### config.mk
export PLATFORM = sky130hd
export DESIGN_NAME = fetch_sequencer_flat
export DESIGN_NICKNAME = d
export VERILOG_FILES = /design/src/rtl/fetch_sequencer_pkg.sv /design/src/rtl/fetch_sequencer_if.sv /design/src/rtl/fs_pc_reg.sv /design/src/rtl/fetch_sequencer.sv /design/src/flat_wrapper.sv
export SDC_FILE = /design/constraint.sdc
export NUM_CORES = 1
export LEC_CHECK = 0
export ABC_AREA = 1
export BUFFER_PORTS_ARGS = -buffer_cell sky130_fd_sc_hd__buf_4
export CORE_UTILIZATION = 45
export DETAILED_ROUTE_END_ITERATION = 12
export GPL_TIMING_DRIVEN = 0
export PLACE_DENSITY = 0.7
export RECOVER_POWER = 25
export SYNTH_ARGS = -nofsm -noshare
export SYNTH_HDL_FRONTEND = slang
export SYNTH_HIERARCHICAL = 1
export SYNTH_SLANG_ARGS = --single-unit
### constraint.sdc
create_clock -name clk -period 3.7 [get_ports clk]
set_clock_uncertainty 0.15 [all_clocks]
set_input_delay 0.555 -clock clk [delete_from_list [all_inputs] [get_ports clk]]
set_output_delay 0.555 -clock clk [all_outputs]
set_load 0.02 [all_outputs]
### src/rtl/fetch_sequencer_pkg.sv
// Shared definitions for the fetch-stage PC/nPC sequencer.
package fetch_sequencer_pkg;

    typedef enum logic [1:0] {
        BOOT  = 2'd0,
        RUN   = 2'd1,
        DRAIN = 2'd2
    } fs_state_e;

    localparam int unsigned INSTR_BYTES = 4;
    localparam int unsigned LINK_OFFSET = 8;

endpackage

### src/rtl/fetch_sequencer_if.sv
// Instruction-memory request/ack handshake between the fetch sequencer and memory.
interface fetch_sequencer_if #(
    parameter int ADDR_W = 32
);
    logic              req;
    logic [ADDR_W-1:0] addr;
    logic              ack;

    modport master (output req, output addr, input ack);
    modport slave  (input req, input addr, output ack);
endinterface

### src/rtl/fs_pc_reg.sv
// PC/nPC pair plus the pending redirect target held while an old fetch drains.
module fs_pc_reg
    import fetch_sequencer_pkg::*;
#(
    parameter int                ADDR_W   = 32,
    parameter logic [ADDR_W-1:0] RESET_PC = '0
) (
    input  logic              clk,
    input  logic              reset_n,
    input  logic              advance,
    input  logic              load,
    input  logic [ADDR_W-1:0] load_addr,
    input  logic              pend_we,
    input  logic [ADDR_W-1:0] pend_d,
    output logic [ADDR_W-1:0] pc,
    output logic [ADDR_W-1:0] npc,
    output logic [ADDR_W-1:0] pend
);

    localparam logic [ADDR_W-1:0] STEP = ADDR_W'(INSTR_BYTES);

    // load wins over advance: a redirect always replaces the sequential path
    always_ff @(posedge clk or negedge reset_n) begin
        if (!reset_n) begin
            pc   <= RESET_PC;
            npc  <= RESET_PC + STEP;
            pend <= '0;
        end else begin
            if (load) begin
                pc  <= load_addr;
                npc <= load_addr + STEP;
            end else if (advance) begin
                pc  <= npc;
                npc <= npc + STEP;
            end
            if (pend_we) begin
                pend <= pend_d;
            end
        end
    end

endmodule

### src/rtl/fetch_sequencer.sv
// Fetch-stage PC/nPC sequencer: drives imem handshake, redirects on taken branches, writes BL link.
module fetch_sequencer
    import fetch_sequencer_pkg::*;
#(
    parameter int                ADDR_W   = 32,
    parameter logic [ADDR_W-1:0] RESET_PC = '0
) (
    input  logic                 clk,
    input  logic                 reset_n,
    fetch_sequencer_if.master    imem,
    input  logic                 stall_in,
    input  logic                 ex_valid_in,
    input  logic                 ta_ctrl_in,
    input  logic                 bl_cond_in,
    input  logic [ADDR_W-1:0]    target_addr_in,
    input  logic [ADDR_W-1:0]    ex_pc_in,
    output logic                 if_valid_out,
    output logic [ADDR_W-1:0]    pc_out,
    output logic [ADDR_W-1:0]    npc_out,
    output logic                 link_we_out,
    output logic [ADDR_W-1:0]    link_data_out
);

    fs_state_e         state_q, state_d;
    logic              redirect;
    logic              link_fire;
    logic              pc_advance;
    logic              pc_load;
    logic [ADDR_W-1:0] load_addr;
    logic              pend_we;
    logic [ADDR_W-1:0] pc_q, npc_q, pend_q;

    fs_pc_reg #(
        .ADDR_W   (ADDR_W),
        .RESET_PC (RESET_PC)
    ) u_pc_reg (
        .clk       (clk),
        .reset_n   (reset_n),
        .advance   (pc_advance),
        .load      (pc_load),
        .load_addr (load_addr),
        .pend_we   (pend_we),
        .pend_d    (target_addr_in),
        .pc        (pc_q),
        .npc       (npc_q),
        .pend      (pend_q)
    );

    always_ff @(posedge clk or negedge reset_n) begin
        if (!reset_n) begin
            state_q       <= BOOT;
            link_we_out   <= 1'b0;
            link_data_out <= '0;
        end else begin
            state_q     <= state_d;
            link_we_out <= link_fire;
            if (link_fire) begin
                link_data_out <= ex_pc_in + ADDR_W'(LINK_OFFSET);
            end
        end
    end

    // Redirect is only honoured in RUN; in DRAIN the outstanding fetch must finish first.
    always_comb begin
        state_d      = state_q;
        redirect     = 1'b0;
        link_fire    = 1'b0;
        pc_advance   = 1'b0;
        pc_load      = 1'b0;
        load_addr    = target_addr_in;
        pend_we      = 1'b0;
        if_valid_out = 1'b0;
        unique case (state_q)
            BOOT: begin
                state_d = RUN;
            end
            RUN: begin
                redirect  = ex_valid_in & ta_ctrl_in;
                link_fire = redirect & bl_cond_in;
                if (redirect) begin
                    if (imem.ack) begin
                        pc_load = 1'b1;
                    end else begin
                        pend_we = 1'b1;
                        state_d = DRAIN;
                    end
                end else if (imem.ack && !stall_in) begin
                    if_valid_out = 1'b1;
                    pc_advance   = 1'b1;
                end
            end
            DRAIN: begin
                if (imem.ack) begin
                    pc_load   = 1'b1;
                    load_addr = pend_q;
                    state_d   = RUN;
                end
            end
            default: begin
                state_d = BOOT;
            end
        endcase
    end

    assign imem.req  = (state_q != BOOT);
    assign imem.addr = pc_q;
    assign pc_out    = pc_q;
    assign npc_out   = npc_q;

endmodule

### src/flat_wrapper.sv
// flat-port wrapper written by rule: the top's interface ports become plain ports
module fetch_sequencer_flat import fetch_sequencer_pkg::*;
#(
    parameter int                ADDR_W   = 32,
    parameter logic [ADDR_W-1:0] RESET_PC = '0
)
  (clk, reset_n, stall_in, ex_valid_in, ta_ctrl_in, bl_cond_in, target_addr_in, ex_pc_in, if_valid_out, pc_out, npc_out, link_we_out, link_data_out, imem_req, imem_addr, imem_ack);
  fetch_sequencer_if #(.ADDR_W(ADDR_W)) imem_i ();
  input  logic clk;
  input  logic reset_n;
  input  logic stall_in;
  input  logic ex_valid_in;
  input  logic ta_ctrl_in;
  input  logic bl_cond_in;
  input  logic [ADDR_W-1:0] target_addr_in;
  input  logic [ADDR_W-1:0] ex_pc_in;
  output logic if_valid_out;
  output logic [ADDR_W-1:0] pc_out;
  output logic [ADDR_W-1:0] npc_out;
  output logic link_we_out;
  output logic [ADDR_W-1:0] link_data_out;
  output wire logic [$bits(imem_i.req)-1:0] imem_req;
  output wire logic [$bits(imem_i.addr)-1:0] imem_addr;
  input wire logic [$bits(imem_i.ack)-1:0] imem_ack;
  assign imem_req = imem_i.req;
  assign imem_addr = imem_i.addr;
  assign imem_i.ack = imem_ack;
  fetch_sequencer #(.ADDR_W(ADDR_W), .RESET_PC(RESET_PC)) u_core (.clk(clk), .reset_n(reset_n), .imem(imem_i), .stall_in(stall_in), .ex_valid_in(ex_valid_in), .ta_ctrl_in(ta_ctrl_in), .bl_cond_in(bl_cond_in), .target_addr_in(target_addr_in), .ex_pc_in(ex_pc_in), .if_valid_out(if_valid_out), .pc_out(pc_out), .npc_out(npc_out), .link_we_out(link_we_out), .link_data_out(link_data_out));
endmodule
# Word-level counts from Yosys, hierarchy flattened
# Cells that the tools add are included.
[word_totals]
out_inout_bits = 131
input_bits = 71
latch_bits = 0
n_memories = 0
romBits = 0
ramBits = 0
regBits = 131
[op_classes]
shifts = 0
n_mux = 20
n_reduce_logical = 6
bitwise = 2
n_mul = 0
n_eq_ne = 5
n_lt_le_gt_ge = 0
div = 0
addsub = 3
[ops]
columns = ["operator", "count"]
rows = [
  ["$mux W32", 6],
  ["$add A32 B3 Y32 const B", 2],
  ["$add A32 B4 Y32 const B", 1],
  ["$mux W1", 9],
  ["$mux W2", 3],
  ["$pmux W2 S3", 1],
  ["$ne A2 B2 Y1 const B", 2],
  ["$reduce_bool A2 Y1", 2],
  ["$reduce_and A3 Y1", 1],
  ["$and A1 B1 Y1", 2],
  ["$eq A2 B1 Y1 const B", 1],
  ["$eq A2 B2 Y1 const B", 1],
  ["$logic_not A2 Y1", 1],
  ["$ne A2 B1 Y1 const B", 1],
  ["$pmux W1 S2", 1],
  ["$logic_and A1 B1 Y1", 1],
  ["$logic_not A1 Y1", 1],
]

# Longest topological paths before layout
# Gate-level depths: netlist of run 1.
[depth]
ltp_word = 7
ltp_mapped = 18
ltp_nobuf = 16

# Modules after synthesis
# The synthesis of run 1 kept the hierarchy.
[by_module_without_submodules]
columns = ["mod", "cells_per_inst", "instances", "area_each_um2", "seq_area_each_um2"]
rows = [
  ["fs_pc_reg", 581, 1, 4848.4, 2403.6],
  ["fetch_sequencer", 384, 1, 2834.0, 875.8],
]

# Worst setup path before layout of run 1
# OpenSTA, ideal clock, no wires.
[synth_timing]
path_type = "register -> register"
start = "register u_core.state_q[0]"
end = "register u_core.u_pc_reg.npc[20]"
setup_ns = 0.125
t_arrival_ns = 2.492
path_stages_with_launch = 19
setup_slack_ns = 0.933
path_cell_list = "dfrtp_1 inv_1 ha_1 nand2_1 buf_2 o21ai_0 and2_1 buf_6 nand2_1 o21ai_0 inv_1 ha_1 nand3_2 nor2_4 nand2_4 nor2_4 nand2_1 nand3_1 nand3_1"
[synth_via]
elab_cells_between_ends = 8
classes_between = "1 x add/sub; 2 x eq/ne; 4 x mux; 1 x reduce/logical"
[synth_rtl]
columns = ["element", "line_no", "text"]
rows = [
  ["start, declared", "fetch_sequencer.sv:24", "fs_state_e state_q, state_d;"],
  ["start signal, assigned", "fetch_sequencer.sv:55", "state_q <= state_d;"],
  ["$eq A2 B2 Y1 / $eq A2 B1 Y1 (equally long branches)", "fetch_sequencer.sv:73", "unique case (state_q)"],
  ["$pmux W1 S2 (*)", "fetch_sequencer.sv:73", ""],
  ["named net u_core.pc_load", "fetch_sequencer.sv:28", "logic pc_load;"],
  ["$mux W32 / $reduce_bool A2 Y1 (equally long branches)", "-", ""],
  ["end signal, assigned", "fs_pc_reg.sv:26", "npc <= RESET_PC + STEP;"],
  ["end signal, assigned", "fs_pc_reg.sv:31", "npc <= load_addr + STEP;"],
  ["end signal, assigned", "fs_pc_reg.sv:34", "npc <= npc + STEP;"],
  ["end, declared", "fs_pc_reg.sv:16", "output logic [ADDR_W-1:0] npc,"],
]
# The timed path passes the listed nets; every way through them passes the cells marked *.
# A chain may end at the register's enable or synchronous reset.

# Final worst setup path of run 1
# Ends and elaborated chain as after synthesis.

==> run metrics, run 1 <==
Netlist Area Pre-Place 0.00768 mm^2; CTS buffer count 17; critical path class reg -> reg; Critical Path RT 3850 ps; fmax 0.296 GHz; Remaining DRCs 0; syn avg cell area 7.96 um^2; failing checks max-capacitance violations, max-slew violations; commonest cells in the netlist nand2_1 (331), dfrtp_1 (130), nor2_1 (120); post-route minimum period 3380 ps; clk buf depth 2; final hold vios 0; wire per inst 15.2 um; synthesized instance count 965; sequential-to-total area share from yosys stat 42.7%; row count 47; share of the synthesized area in the top cell type 42.3%; outcome complete, but fails checks; clock slew at reported path FFs 60 ps; H-tree levels 4; worst-margin pin slew 2210 ps; Yosys cell types 40; Gate power share 46.5%; switching power 3.09 mW; HPWL Detailed 16700 um; DRT iter0 DRCs 540; number of routed nets with antenna violations 0; routability cong. 0.905; number of global-route vias before repair 6930; most frequent cell after synthesis nand2_1; Core Util, Final 60.9%; #FFs+latches synth 131; CTS root buffer clkbuf_16; DR WL met2 10300 um; pwr/cell area 789 mW/mm^2; Final setup viols 0; startpoint types register; die height 133 um; RSZ-0062 raised after global routing false; static leakage 5.04 nW; Avg Vias per Cell 5.03; number of port buffers 201; Overflow after GRT 0; wl on met1 9280 um; worst hold path type in -> reg; pins over their slew limit 40; max-cap viol count 1; Placeable Area 0.0166 mm^2; layout cells sized above 1 33.8%; boundary pin count 202; Setup TNS 0 ps; met3 WL post-DR 1470 um; n_diodes 0; Net Count, Synth 1041; Final period util 91.3%; synth-to-layout area growth 32.0%; Nets 1263; initial antenna violation count 0; cell taking the most area after synthesis dfrtp_1; worst skew pair latency 420 ps; uppermost layer routed met4; first-pass GRT wire length 35100 um; relative slew slack -47.3%; largest net degree at the start of global routing 93; clock share of power 22.8%; initial core utilization 46.2%; Area contributors post-synth dfrtp_1 (42%), nand2_1 (16%), mux2_2 (9.4%), nor2_1 (5.9%), nand3_1 (4.4%); Worst VDD drop 0.370 mV; Post-Route WL 21600 um; EDFF count, synth 0; Worst Setup End Kind register; CTS tree built; total iterations of the first detailed-routing run 5; crit path max fanout 10; switching portion of total power 38.7%; Syn. warnings 6; Primary FF master, synth dfrtp_1; die area 0.0176 mm^2; Sequential Power Share 30.7%; arrival time at the worst endpoint 3530 ps; clk sinks 131; via count 7134; Post-synth ARST share 100%; Die Span X 133 um; Global Route Usage Sum 25.6%; Int Pwr 4.91 mW
## sequential cells by signal, indices dropped and copies added (netlist names)
name	cells
u_core/link_data_out	32
u_core/u_pc_reg/npc	32
u_core/u_pc_reg/pc	32
u_core/u_pc_reg/pend	32
u_core/state_q	2
u_core/link_we_out	1
## per-stage QoR
step	cells	power [mW]	hold slack [ps]	setup WS [ps]	instance area, um^2
floorplan	965	4.71	109	933	7680
finish	1419	8.00	184	321	10100
global route	1419	8.50	180	59.2	10100
detailed placement	1387	6.21	316	294	9500
CTS	1419	8.07	168	316	10200
global placement	1386	6.13	315	297	9470
## power groups by stage
stage	clock network [mW]	registers, mW	logic [mW]
floorplan	0	2.93	1.78
global placement	0	2.46	3.67
detailed placement	0	2.48	3.73
CTS	1.86	2.46	3.74
global route	1.93	2.55	4.02
finish	1.82	2.46	3.72
## layout make-up
type | instances | area (um^2)
flip-flops and latches | 131 | 3280
clock inverters | 8 | 148
multi-input cells | 720 | 3780
clock buffers | 23 | 498
inverters | 50 | 193
fillers | 1507 | 6500
plain buffers | 64 | 425
repair buffers | 203 | 1540
well taps | 220 | 275
## logic make-up (layout without fill, tap and decap cells)
kind of cell,Yosys count,after routing,share of synthesized area [%]
muxes,64,64,9.38
DFF,131,131,42.7
and+or+nand+nor,583,583,33.5
adders and majority gates,5,5,0.814
AOI/OAI and AO/OA,61,61,4.74
buffers and inverters,114,348,8.05
xor gates and xnor gates,7,7,0.798
## timing repair
action	CTS	global route
buffers inserted	0	0
hold buffers	1	0
endpoints found under the hold margin	39	0
resized for setup	0	0
## worst max-delay path: stages, from the launching register on
cell and delay, ps:
dfrtp_1 340, inv_1 70, ha_1 230, nand2_1 250, buf_2 320, o21ai_0 110
and2_1 160, buf_6 150, nand2_1 60, o21ai_0 190, inv_1 140, ha_1 200
nand3_2 120, nor2_4 220, nand2_4 110, nor2_4 210, nand2_1 80, nand3_1 80
nand3_1 70
## layout by cell type (no fill, tap or decap), types with 5 or more instances in the layout
cell type and instances:
ha_1 5, o21ai_0 17, nor2_4 14, buf_2 9, clkbuf_8 5, clkbuf_16 17
inv_1 44, mux2_2 64, clkbuf_1 16, inv_2 5, o211ai_1 11, nand3_1 67
nor2_1 120, dfrtp_1 130, buf_4 233, a21oi_1 16, nand2_1 331, nand2_2 22
nor2_2 11
## worst paths after layout
| path | startpoint | endpoint | slack, ps | cells after the start |
|---|---|---|---|---|
| worst max register to register | u_core/state_q[0]$_DFFE_PN0P_ | u_core/u_pc_reg/npc[20]$_DFFE_PN0N_ | 320 | 18 |
| max in group asynchronous | reset_n | u_core/u_pc_reg/pend[0]$_DFFE_PN0P_ | 910 | 3 |
| worst min register to register | u_core/link_data_out[24]$_DFFE_PN0P_ | u_core/link_data_out[24]$_DFFE_PN0P_ | 330 | 2 |
| min in group asynchronous | reset_n | u_core/u_pc_reg/pc[6]$_DFFE_PN0N_ | 1180 | 2 |
| worst max-delay path | u_core/state_q[0]$_DFFE_PN0P_ | u_core/u_pc_reg/npc[20]$_DFFE_PN0N_ | 320 | 18 |
| worst min-delay path | ex_pc_in[2] | u_core/link_data_out[2]$_DFFE_PN0P_ | 180 | 3 |
## per-layer routing
layer / track usage, % / vias up
met4: 10.5 / 0
met5: 0 / -
li1: - / 3524
met1: 32.0 / 3313
met2: 42.5 / 270
met3: 6.28 / 27
(Power assumes the default switching activity.)
==> run 2: changes to the inputs <==
PLACE_DENSITY = 0.69   (was 0.7)
==> run 2 against run 1 <==
  * The run now ends clean
  * Sequential power barely moved
  * Sequential cell count did not move
  * Sequential share of layout area rose by 0.62 points
  * Critical path depth did not move
  * Critical path type unchanged
  * Largest power group unchanged
  * Highest routed layer unchanged
==> run metrics, run 2 (synthesized netlist as in run 1, its figures left out) <==
outcome finished, final reports clean (was complete, but fails checks); Post-CTS Setup Inserts 0 (unchanged); Post-DP Area 0.00950 mm^2 (unchanged); final setup margin 307 ps (was 321 ps); cell area after layout 0.00995 mm^2 (was 0.0101 mm^2); Overflow after GRT 0 (unchanged); HPWL Detailed 16900 um (was 16700 um); largest net degree at the start of global routing 77 (was 93); Int Pwr 4.70 mW (was 4.91 mW); clk sinks 131 (unchanged); Crit-path slowest cell dfrtp_1 (unchanged); CTS buffer count 17 (unchanged); hold_sp ex_pc_in[0] (was ex_pc_in[2]); worst hold path type in -> reg (unchanged); CTS root buffer clkbuf_16 (unchanged); arrival time at the worst endpoint 3540 ps (was 3530 ps); boundary pin count 202 (unchanged); number of port buffers 201 (unchanged); DR WL met2 10300 um (about the same); commonest non-fill, non-tap cell in the layout nand2_1 (unchanged); static leakage 4.87 nW (was 5.04 nW); switching power 3.10 mW (was 3.09 mW); relative slew slack 7.46% (was -47.3%); via count 7108 (was 7134); pwr/cell area 783 mW/mm^2 (was 789 mW/mm^2); Die Span X 133 um (unchanged); wl on met1 9390 um (was 9280 um); uppermost layer routed met4 (unchanged); Sequential Power Share 31.4% (was 30.7%); crit path max fanout 10 (unchanged); clock slew at reported path FFs 60 ps (about the same); delay-heaviest family, CP simple AND/OR/NAND/NOR gates (unchanged); startpoint types register (unchanged); fmax 0.295 GHz (was 0.296 GHz); r2r endpoint u_core/u_pc_reg/npc[20]$_DFFE_PN0N_ (unchanged); Hold Path End u_core/link_data_out[0]$_DFFE_PN0P_ (was u_core/link_data_out[2]$_DFFE_PN0P_); Nets 1263 (unchanged); hold_buf cts 1 (unchanged); post-route minimum period 3390 ps (was 3380 ps); number of global-route vias before repair 6866 (was 6930); final hold vios 0 (unchanged); max-cap viol count 0 (was 1); Critical Path RT 3850 ps (about the same); crit-path cells inv_1 > ha_1 > nand2_1 > buf_2 > o21ai_0 > and2_1 > buf_6 > nand2_1 > o21ai_0 > inv_1 > ha_1 > nand3_2 > nor2_4 > nand2_4 > nor2_4 > nand2_1 > nand3_1 > nand3_1 (unchanged); Hold Path Depth 3 (unchanged); worst-margin pin slew 1390 ps (was 2210 ps); die area 0.0176 mm^2 (unchanged); worst r2r src u_core/state_q[0]$_DFFE_PN0P_ (unchanged); Global Route Usage Sum 25.7% (was 25.6%); Buf+Inv Stages, Crit Path 4 (unchanged); dpl ws 293 ps (was 294 ps); Worst Setup End Kind register (unchanged); die height 133 um (unchanged); routability cong. 0.878 (was 0.905); initial core utilization 46.2% (unchanged); RSZ-0062 raised after global routing false (unchanged); synth-to-layout area growth 29.5% (was 32.0%); worst r2r path cells 18 (unchanged); Avg Vias per Cell 5.01 (was 5.03); Reg area 0.00328 mm^2 (unchanged); Worst VDD drop 0.373 mV (was 0.370 mV); pins over their slew limit 0 (was 40); Crit path largest cell delay 350 ps (was 340 ps); Post-Route WL 21700 um (was 21600 um); most frequent cells in the layout nand2_1 (331), buf_4 (194), dfrtp_1 (130) (was nand2_1 (331), buf_4 (233), dfrtp_1 (130)); Remaining DRCs 0 (unchanged); row count 47 (unchanged); switching portion of total power 39.8% (was 38.7%); Gate power share 45.9% (was 46.5%); total iterations of the first detailed-routing run 5 (unchanged); clock share of power 22.7% (was 22.8%); Setup TNS 0 ps (unchanged); Final setup viols 0 (unchanged); worst skew pair latency 410 ps (was 420 ps); CTS tree built (unchanged); DRT iter0 DRCs 565 (was 540); area of the multi-input gates 0.00378 mm^2 (unchanged); critical path class reg -> reg (unchanged); first-pass GRT wire length 35300 um (was 35100 um); Pwr Total 7.80 mW (was 8.00 mW); layout filler cell count 1552 (was 1507); Placeable Area 0.0166 mm^2 (unchanged); layout cells sized above 1 30.4% (was 33.8%); n_diodes 0 (unchanged); R2R setup slack 310 ps (was 320 ps); Most common cell on crit path nand2_1 (unchanged); met3 WL post-DR 1520 um (was 1470 um); post_cts resized 0 (unchanged); final hold slack 182 ps (was 184 ps); H-tree levels 4 (unchanged); number of routed nets with antenna violations 0 (unchanged); Final period util 91.7% (was 91.3%); clk buf depth 2 (unchanged); wire per inst 15.3 um (was 15.2 um); initial antenna violation count 0 (unchanged)
[run 2: worst reg2reg max path: stages, from the launching register on]
cell	delay, ps
dfrtp_1	350
inv_1	70
ha_1	230
nand2_1	250
buf_2	310
o21ai_0	110
and2_1	150
buf_6	150
nand2_1	80
o21ai_0	190
inv_1	130
ha_1	200
nand3_2	120
nor2_4	220
nand2_4	110
nor2_4	220
nand2_1	80
nand3_1	80
nand3_1	80
[run 2: power groups by stage]
stage,sequential (mW),clock (mW),combinational (mW)
2_1_floorplan,2.93,0,1.78
3_3_place_gp,2.45,0,3.69
3_5_place_dp,2.48,0,3.74
4_1_cts,2.46,1.80,3.75
5_1_grt,2.54,1.86,3.88
6_report,2.45,1.77,3.58
[run 2: layout make-up]
type / count / share of cell area (%)
multi-input cells: 720 / 38.0
flip-flops and latches: 131 / 33.0
repair buffers: 203 / 13.8
clock buffers: 23 / 4.70
plain buffers: 64 / 4.27
well taps: 220 / 2.77
inverters: 50 / 1.94
clock inverters: 9 / 1.53
[run 2: worst max-delay path by stage]
| stage | from | end | slack (ps) | cells after the start |
|---|---|---|---|---|
| 3_3_place_gp | imem_ack | u_core/u_pc_reg/npc[20]$_DFFE_PN0N_ | 360 | 17 |
| 5_1_grt | u_core/state_q[0]$_DFFE_PN0P_ | u_core/u_pc_reg/npc[20]$_DFFE_PN0N_ | 20 | 18 |
| 6_report | u_core/state_q[0]$_DFFE_PN0P_ | u_core/u_pc_reg/npc[20]$_DFFE_PN0N_ | 310 | 18 |
| 2_1_floorplan | u_core/state_q[0]$_DFFE_PN0P_ | u_core/u_pc_reg/npc[20]$_DFFE_PN0N_ | 930 | 18 |
| 3_5_place_dp | imem_ack | u_core/u_pc_reg/npc[20]$_DFFE_PN0N_ | 290 | 17 |
| 4_1_cts | u_core/state_q[0]$_DFFE_PN0P_ | u_core/u_pc_reg/npc[20]$_DFFE_PN0N_ | 310 | 18 |
[run 2: routing by layer]
metal / vias to the layer above / track usage (%)
met1: 3313 / 33.0
li1: 3508 / -
met5: - / 0
met4: 0 / 10.3
met2: 248 / 41.8
met3: 39 / 5.86
[run 2: per-stage QoR]
| stage | instances | utilization, % |
|---|---|---|
| 3_5_place_dp | 1387 | 57.1 |
| 6_report | 1420 | 59.8 |
| 3_3_place_gp | 1386 | 56.9 |
| 4_1_cts | 1420 | 60.9 |
| 5_1_grt | 1420 | 59.8 |
| 2_1_floorplan | 965 | - |
==> run 3: changes to the inputs <==
REMOVE_ABC_BUFFERS = 1   (was default)
==> run 3 against run 2 <==
  * Fmax increased by 0.30%
  * Routed wire length decreased by 7.3%
  * Combinational power decreased by 6.1%
  * Largest cell class unchanged
  * Largest power group unchanged
  * Highest routed layer unchanged
==> run metrics, run 3 (synthesized netlist as in run 1, its figures left out) <==
post-route minimum period 3380 ps (was 3390 ps); Nets 1209 (was 1263); Avg Vias per Cell 5.06 (was 5.01); switching portion of total power 40.2% (was 39.8%); Sequential Power Share 32.2% (was 31.4%); Overflow after GRT 0 (unchanged); arrival time at the worst endpoint 3520 ps (was 3540 ps); initial core utilization 46.2% (unchanged); Int Pwr 4.57 mW (was 4.70 mW); Global Route Usage Sum 23.6% (was 25.7%); total iterations of the first detailed-routing run 7 (was 5); H-tree levels 4 (unchanged); layout cells sized above 1 30.0% (was 30.4%); via count 6906 (was 7108); crit path max fanout 33 (was 10); startpoint types register (unchanged); largest net degree at the start of global routing 80 (was 77); CTS tree built (unchanged); row count 47 (unchanged); Die Span X 133 um (unchanged); routability cong. 0.840 (was 0.878); final hold vios 0 (unchanged); die height 133 um (unchanged); wire per inst 14.7 um (was 15.3 um); Worst VDD drop 0.380 mV (was 0.373 mV); clk buf depth 2 (unchanged); DRT iter0 DRCs 421 (was 565); first-pass GRT wire length 33100 um (was 35300 um); clock slew at reported path FFs 60 ps (about the same); critical path class reg -> reg (unchanged); Gate power share 43.9% (was 45.9%); HPWL Detailed 14400 um (was 16900 um); number of port buffers 201 (unchanged); Pwr Total 7.65 mW (was 7.80 mW); outcome finished, final reports clean (unchanged); Post-Route WL 20100 um (was 21700 um); die area 0.0176 mm^2 (unchanged); synth-to-layout area growth 26.8% (was 29.5%); number of global-route vias before repair 6757 (was 6866); n_diodes 0 (unchanged); fmax 0.296 GHz (was 0.295 GHz); Placeable Area 0.0166 mm^2 (unchanged); Final setup viols 0 (unchanged); clk sinks 131 (unchanged); worst hold path type in -> reg (unchanged); initial antenna violation count 0 (unchanged); boundary pin count 202 (unchanged); most frequent cells in the layout nand2_1 (330), buf_4 (173), dfrtp_1 (130) (was nand2_1 (331), buf_4 (194), dfrtp_1 (130)); clock share of power 23.8% (was 22.7%); number of routed nets with antenna violations 0 (unchanged); Critical Path RT 3840 ps (was 3850 ps); worst skew pair latency 410 ps (about the same); pwr/cell area 785 mW/mm^2 (was 783 mW/mm^2); pins over their slew limit 0 (unchanged); Final period util 91.4% (was 91.7%); worst-margin pin slew 1340 ps (was 1390 ps); Setup TNS 0 ps (unchanged); Remaining DRCs 0 (unchanged); switching power 3.08 mW (was 3.10 mW); static leakage 4.75 nW (was 4.87 nW); Worst Setup End Kind register (unchanged); max-cap viol count 0 (unchanged); CTS buffer count 17 (unchanged); layout filler cell count 1587 (was 1552); relative slew slack 10.7% (was 7.46%); RSZ-0062 raised after global routing false (unchanged); CTS root buffer clkbuf_16 (unchanged); commonest non-fill, non-tap cell in the layout nand2_1 (unchanged)
-- run 3: worst max-delay path, stage by stage, from the launching register on --
cell and delay (ps):
dfrtp_1 380, inv_1 90, ha_1 310, nand2_8 250, o21ai_1 290, and2_4 330
o21ai_0 240, inv_1 140, ha_1 190, nand3_2 120, nor2_4 230, nand2_4 110
nor2_4 180, nand2_1 70, nand3_1 70, nand3_1 80
-- run 3: stage by stage --
stage          util [%]  hold WS (ps)  instances  worst slack, ps  area [um^2]
3_3_place_gp       54.3           316       1322            -3420         9040
6_report           58.5           187       1366              317         9740
4_1_cts            59.2           177       1362              166         9850
5_1_grt            58.5           185       1366             67.2         9740
2_1_floorplan         -           109        901            -1150         7260
3_5_place_dp       55.2           316       1329             -417         9190
-- run 3: final cells by class --
cell class | count | area [um^2] | area share (%)
Timing Repair Buffer | 212 | 1520 | 15.6
Inverter | 50 | 193 | 1.98
Multi-Input combinational cell | 721 | 3830 | 39.3
Clock buffer | 20 | 467 | 4.79
Tap cell | 220 | 275 | 2.83
Sequential cell | 131 | 3280 | 33.7
Clock inverter | 12 | 178 | 1.82
-- run 3: per-layer routing --
metal | routed length (um) | vias up | track usage (%)
li1 | - | 3401 | -
met2 | 9830 | 222 | 40.4
met4 | 308 | 0 | 7.54
met5 | 0 | - | 0
met1 | 8740 | 3265 | 29.4
met3 | 1270 | 18 | 5.33
-- run 3: power by group through the flow --
stage / sequential [mW] / combinational (mW) / clock [mW]
2_1_floorplan: 3.15 / 1.27 / 0
3_3_place_gp: 2.46 / 3.36 / 0
3_5_place_dp: 2.49 / 3.46 / 0
4_1_cts: 2.48 / 3.47 / 1.87
5_1_grt: 2.55 / 3.66 / 1.92
6_report: 2.47 / 3.36 / 1.82
-- run 3: what timing repair did --
item	CTS	global route
setup endpoints to repair	59	11
buffers inserted	0	3
endpoints found under the hold margin	52	0
hold buffers	1	0
resized for setup	2	2
gates cloned	0	1
pin swaps	0	1
-- run 3: path summary, 6_finish.rpt --
kind,startpoint,to,slack [ps],cells after the start
max reg2reg,u_core/state_q[0]$_DFFE_PN0P_,u_core/u_pc_reg/npc[20]$_DFFE_PN0N_,320,15
max in group asynchronous,reset_n,u_core/u_pc_reg/pend[11]$_DFFE_PN0P_,700,3
min in group asynchronous,reset_n,u_core/u_pc_reg/npc[20]$_DFFE_PN0N_,830,2
min reg2reg,u_core/link_data_out[0]$_DFFE_PN0P_,u_core/link_data_out[0]$_DFFE_PN0P_,330,2
max,u_core/state_q[0]$_DFFE_PN0P_,u_core/u_pc_reg/npc[20]$_DFFE_PN0N_,320,15
min,ex_pc_in[0],u_core/link_data_out[0]$_DFFE_PN0P_,190,3
